`src/rtl/id_pkg.sv`:
```
// Shared lexer definitions: identifier-scanner state encoding and the ASCII
// range bounds used by the character classifier.
package id_pkg;

    typedef enum logic [2:0] {
        IDLE  = 3'd0,
        ALPHA = 3'd1,
        DIGIT = 3'd2,
        OVF   = 3'd3,
        JUNK  = 3'd4
    } state_e;

    localparam logic [7:0] ASCII_UC_A = 8'h41;
    localparam logic [7:0] ASCII_UC_Z = 8'h5A;
    localparam logic [7:0] ASCII_LC_A = 8'h61;
    localparam logic [7:0] ASCII_LC_Z = 8'h7A;
    localparam logic [7:0] ASCII_0    = 8'h30;
    localparam logic [7:0] ASCII_9    = 8'h39;
    localparam logic [7:0] ASCII_US   = 8'h5F;

endpackage

```
`src/rtl/char_class.sv`:
```
// Combinational byte classifier shared by the lexer blocks: letter / digit.
// Anything that is neither is treated as a delimiter by the consumers.
module char_class
    import id_pkg::*;
#(
    parameter bit ALLOW_US = 1'b1
) (
    input  logic [7:0] char_i,
    output logic       is_l,
    output logic       is_d
);

    logic upper;
    logic lower;
    logic under;

    assign upper = (char_i >= ASCII_UC_A) && (char_i <= ASCII_UC_Z);
    assign lower = (char_i >= ASCII_LC_A) && (char_i <= ASCII_LC_Z);
    assign under = ALLOW_US && (char_i == ASCII_US);

    assign is_l = upper || lower || under;
    assign is_d = (char_i >= ASCII_0) && (char_i <= ASCII_9);

endmodule

```
`src/rtl/id_scanner.sv`:
```
// Identifier scanner: tracks letter-led alphanumeric tokens in a byte stream,
// pulses tok_done with length/overflow on each delimiter and counts tokens.
//
//   state | meaning
//   IDLE  | between tokens
//   ALPHA | inside identifier, last accepted char a letter
//   DIGIT | inside identifier, last accepted char a digit
//   OVF   | identifier longer than MAX_LEN, swallowing the rest
//   JUNK  | number literal or digit-led word, no emission
module id_scanner
    import id_pkg::*;
#(
    parameter int MAX_LEN  = 16,
    parameter int LEN_W    = 5,
    parameter int CNT_W    = 8,
    parameter bit ALLOW_US = 1'b1
) (
    input  logic             clk,
    input  logic             rst_n,
    input  logic             char_valid,
    input  logic [7:0]       char_i,
    input  logic             clr_cnt,
    output logic             in_id,
    output logic             out,
    output logic             tok_done,
    output logic [LEN_W-1:0] tok_len,
    output logic             tok_ovf,
    output logic [CNT_W-1:0] tok_cnt
);

    if ((MAX_LEN < 1) || (MAX_LEN > (1 << LEN_W) - 1)) begin : g_bad_max_len
        $error("id_scanner: MAX_LEN must lie in 1..2^LEN_W-1");
    end

    localparam logic [LEN_W-1:0] MAX_LEN_L = LEN_W'(MAX_LEN);

    logic             is_l;
    logic             is_d;
    state_e           state_q, state_d;
    logic [LEN_W-1:0] len_q, len_d;
    logic             emit;
    logic [LEN_W-1:0] emit_len;
    logic             emit_ovf;
    logic             tok_done_q;
    logic [LEN_W-1:0] tok_len_q;
    logic             tok_ovf_q;
    logic [CNT_W-1:0] tok_cnt_q, tok_cnt_d;

    char_class #(.ALLOW_US(ALLOW_US)) u_char_class (
        .char_i (char_i),
        .is_l   (is_l),
        .is_d   (is_d)
    );

    always_ff @(posedge clk) begin
        if (!rst_n) begin
            state_q <= IDLE;
            len_q   <= '0;
        end else begin
            state_q <= state_d;
            len_q   <= len_d;
        end
    end

    always_comb begin
        state_d  = state_q;
        len_d    = len_q;
        emit     = 1'b0;
        emit_len = len_q;
        emit_ovf = 1'b0;
        if (char_valid) begin
            case (state_q)
                IDLE: begin
                    if (is_l) begin
                        state_d = ALPHA;
                        len_d   = LEN_W'(1);
                    end else if (is_d) begin
                        state_d = JUNK;
                    end
                end
                ALPHA, DIGIT: begin
                    if (is_l || is_d) begin
                        if (len_q == MAX_LEN_L) begin
                            state_d = OVF;
                        end else begin
                            state_d = is_l ? ALPHA : DIGIT;
                            len_d   = len_q + LEN_W'(1);
                        end
                    end else begin
                        state_d = IDLE;
                        len_d   = '0;
                        emit    = 1'b1;
                    end
                end
                OVF: begin
                    if (!(is_l || is_d)) begin
                        state_d  = IDLE;
                        len_d    = '0;
                        emit     = 1'b1;
                        emit_len = MAX_LEN_L;
                        emit_ovf = 1'b1;
                    end
                end
                JUNK: begin
                    if (!(is_l || is_d)) state_d = IDLE;
                end
                default: begin
                    state_d = IDLE;
                    len_d   = '0;
                end
            endcase
        end
    end

    always_comb begin
        in_id = (state_q == ALPHA) || (state_q == DIGIT) || (state_q == OVF);
        out   = (state_q == DIGIT);
    end

    // A clear coinciding with an emission still counts that token.
    always_comb begin
        if (clr_cnt) tok_cnt_d = CNT_W'(emit);
        else         tok_cnt_d = tok_cnt_q + CNT_W'(emit);
    end

    always_ff @(posedge clk) begin
        if (!rst_n) begin
            tok_done_q <= 1'b0;
            tok_len_q  <= '0;
            tok_ovf_q  <= 1'b0;
            tok_cnt_q  <= '0;
        end else begin
            tok_done_q <= emit;
            tok_cnt_q  <= tok_cnt_d;
            if (emit) begin
                tok_len_q <= emit_len;
                tok_ovf_q <= emit_ovf;
            end
        end
    end

    assign tok_done = tok_done_q;
    assign tok_len  = tok_len_q;
    assign tok_ovf  = tok_ovf_q;
    assign tok_cnt  = tok_cnt_q;

endmodule

```
`config.mk`:
```
export PLATFORM = sky130hd
export DESIGN_NAME = id_scanner
export DESIGN_NICKNAME = d
export VERILOG_FILES = /design/src/rtl/id_pkg.sv /design/src/rtl/char_class.sv /design/src/rtl/id_scanner.sv
export SDC_FILE = /design/constraint.sdc
export NUM_CORES = 1
export LEC_CHECK = 0
export CAP_MARGIN = 20
export CORE_ASPECT_RATIO = 1.25
export CORE_MARGIN = 2
export CORE_UTILIZATION = 44
export DETAILED_ROUTE_END_ITERATION = 10
export PLACE_DENSITY = 0.75
export SETUP_SLACK_MARGIN = 0.3
export SYNTH_ARGS = -nofsm -noshare
export SYNTH_HDL_FRONTEND = slang
export SYNTH_SLANG_ARGS = --single-unit
```
`constraint.sdc`:
```
create_clock -name clk -period 2.1 [get_ports clk]
set_input_delay 0.42 -clock clk [delete_from_list [all_inputs] [get_ports clk]]
set_output_delay 0.42 -clock clk [all_outputs]
set_load 0.05 [all_outputs]
```
==> metrics <==
Die H=63.6 um; CTS Hold Bufs=0; Skew-Pair Late Insertion Delay=0.32 ns; Worst Slack Setup Final=0.277 ns; VDD IR max=311 uV; RePlAce Congestion=0.788; die area=3290 um^2; R2R cell count=8; first drt pass iteration count=4; Antenna Nets Post-Route=0; Final Max Tran Viols=0; Row Count=21; Bufs on Longest Clock Path=2; first-pass GRT wire length=5710 um; min Tclk post-route=1.82 ns; Hold Path End=tok_len[1]; Root Buffer=clkbuf_4; post-synthesis sequential area ratio=36.8%; initial antenna violation count=0; CP endpoint kind=flip-flop; CP bufs+invs=1; layout cells sized above 1=36.9%; CTS tree=yes; Pwr Density=419 nW/um^2; Rel. slew slack=66.9%; diode count=0; Critical Path Start=len_q[0]; dominant synthesized flop cell=dfxtp_1; nets@finish=220; yosys warns=0; outcome=finished clean; maximum number of pins on one net before global-route repair=14; skew final=0.0135 ns; worst reg2reg startpoint=len_q[0]; r2r endpoint=len_q[4]; Worst Setup Slack post-DPL=-0.316 ns; Worst-Margin Slew=0.499 ns; H-tree depth=1; type of the worst min-delay path=flip-flop to flip-flop; io pins=29; Crit path required time=2.33 ns; commonest non-fill, non-tap cells in the layout=32 x buf_4, 21 x dfxtp_1, 19 x dlygate4sd2_1, 18 x nor2_1, 12 x nand2_1; dpl hpwl=2380 um; Via Count=1319; RSZ-0062 raised after global routing=true; core area=2680 um^2; Post-Syn Instances=145; HP Start=tok_len[1]; Critical Path Slowest Stage Cell=or3_4; Initial Utilization=46.6%; GR Util All Layers=22.9%; Final period util=86.8%; critical-path cell list=inv_4, ha_4, and4bb_4, o211ai_2, nand4_4, or3_4, a22oi_2, o32ai_1; Reg area=465 um^2; hold path cells=2; Total Wirelength=3440 um; Post-Syn Nets=161; Filler Cell Count=231; Die W=51.7 um; Setup CP Type=flip-flop to flip-flop; #FFs+latches synth=23; Async SR Flop Fraction=0%; cell area after synthesis=1250 um^2; vias in the first global route=1305; EDFF count, synth=0; Multi-input gate area=858 um^2; slowest stage delay, CP=0.44 ns; cell family contributing the most delay on the critical path=simple AND/OR/NAND/NOR gates; Clock transition at path regs=0.14 ns; Leakage=0.784 nW; crit path launch type=flip-flop; r2r setup slk=0.28 ns; commonest non-fill, non-tap cell in the layout=buf_4; via/cell ratio=5.57; Max Cap Violations=0; Iter 0 DRT Violations=18; Peak Freq=549 MHz; Final Setup Violations=0; cts bufs inserted=3; GRT overflow=0; end-of-flow core utilization=71.2%; CP max FO=5; Area Overhead vs Synth=52.8%; CTS sink cnt=23; mean post-synth cell area=8.62 um^2; DRC=0; Final Hold Vio Count=0; Cell variety after synth=42; drt wl/cell=14.5 um; Port Buffers=28; CP arrival=2.05 ns
[cells in the mapped netlist (2+ instances only)]
cell,count,share of area [%]
dfxtp_1,23,37
nor2_1,20,6.0
nand2_1,13,3.9
nand3_1,12,4.8
a21oi_1,10,4.0
inv_1,6,1.8
ha_1,4,4.0
nand2b_1,4,2.0
nor3_1,4,1.6
xor2_1,4,2.8
a22oi_1,3,1.8
o21ai_1,3,1.2
xnor2_1,3,2.1
a21oi_2,2,1.4
a32oi_1,2,1.4
and3_1,2,1.0
buf_2,2,0.80
buf_4,2,1.2
nand4b_1,2,1.4
o32ai_1,2,1.4
[logic make-up (layout without fill, tap and decap cells)]
family / after synthesis / in the layout / share of synthesized area [%]
DFF: 23 / 23 / 36.8
xor gates and xnor gates: 7 / 7 / 4.91
AOI/OAI and AO/OA: 32 / 32 / 18.8
adders and majority gates: 4 / 4 / 4.00
and+or+nand+nor: 66 / 66 / 30.1
buffers and inverters: 12 / 70 / 4.50
muxes: 1 / 1 / 0.801
[registers in the layout, indices dropped and copies added, names as in the netlist]
name and count:
len_q 5, state_q 3, tok_cnt 8, tok_done 1, tok_len 5, tok_ovf 1
[where the power goes]
group / internal (W) / switching [W]
Combinational: 0.0000687 / 0.0000756
Sequential: 0.000440 / 0.00000294
Clock: 0.0000713 / 0.000142
[area by class of cell]
cell class / instances / share of cell area (%)
inverter: 7 / 1.77
sequential: 23 / 24.4
timing repair buffer: 59 / 25.2
clock inverter: 1 / 0.262
multi-input combinational: 110 / 45.0
clock buffer: 3 / 1.18
tap: 34 / 2.23
[stage by stage]
stage / instances / total power (W) / cell area (um^2) / TNS (ns) / hold WS, ns
floorplan: 145 / 0.000517 / 1300 / 0 / 0.470
global placement: 219 / 0.000571 / 1730 / -2.63 / 0.441
detailed placement: 219 / 0.000574 / 1730 / -3.46 / 0.446
CTS: 231 / 0.000792 / 1860 / 0 / 0.461
global route: 237 / 0.000830 / 1910 / 0 / 0.478
finish: 237 / 0.000801 / 1910 / 0 / 0.458
[worst register-to-register path: stages, from the launching register on]
cell and delay (ns):
dfxtp_4 0.39, inv_4 0.04, ha_4 0.14, and4bb_4 0.20, o211ai_2 0.10, nand4_4 0.14
or3_4 0.44, a22oi_2 0.18, o32ai_1 0.10
[per-layer routing]
layer	GRT usage, %	part of all wire, %	up-vias
met4	10.5	1.7	0
met3	3.55	3.5	7
met2	42.8	57	38
met5	0	0	-
met1	23.9	37	640
li1	-	-	634
[worst max path at each step]
stage	end	slack (ns)	cells past startpoint
finish	len_q[4]	0.28	8
global route	len_q[4]	0.21	8
CTS	len_q[4]	0.30	8
detailed placement	tok_cnt[5]	-0.32	11
global placement	tok_cnt[7]	-0.26	11
floorplan	tok_cnt[5]	0.18	10
[what timing repair did]
| action | CTS | global route |
|---|---|---|
| buffers inserted | 8 | 6 |
| resized for setup | 42 | 8 |
| pin swaps | 11 | 7 |
| endpoints found under the setup margin | 30 | 11 |
(Power assumes the default switching activity.)
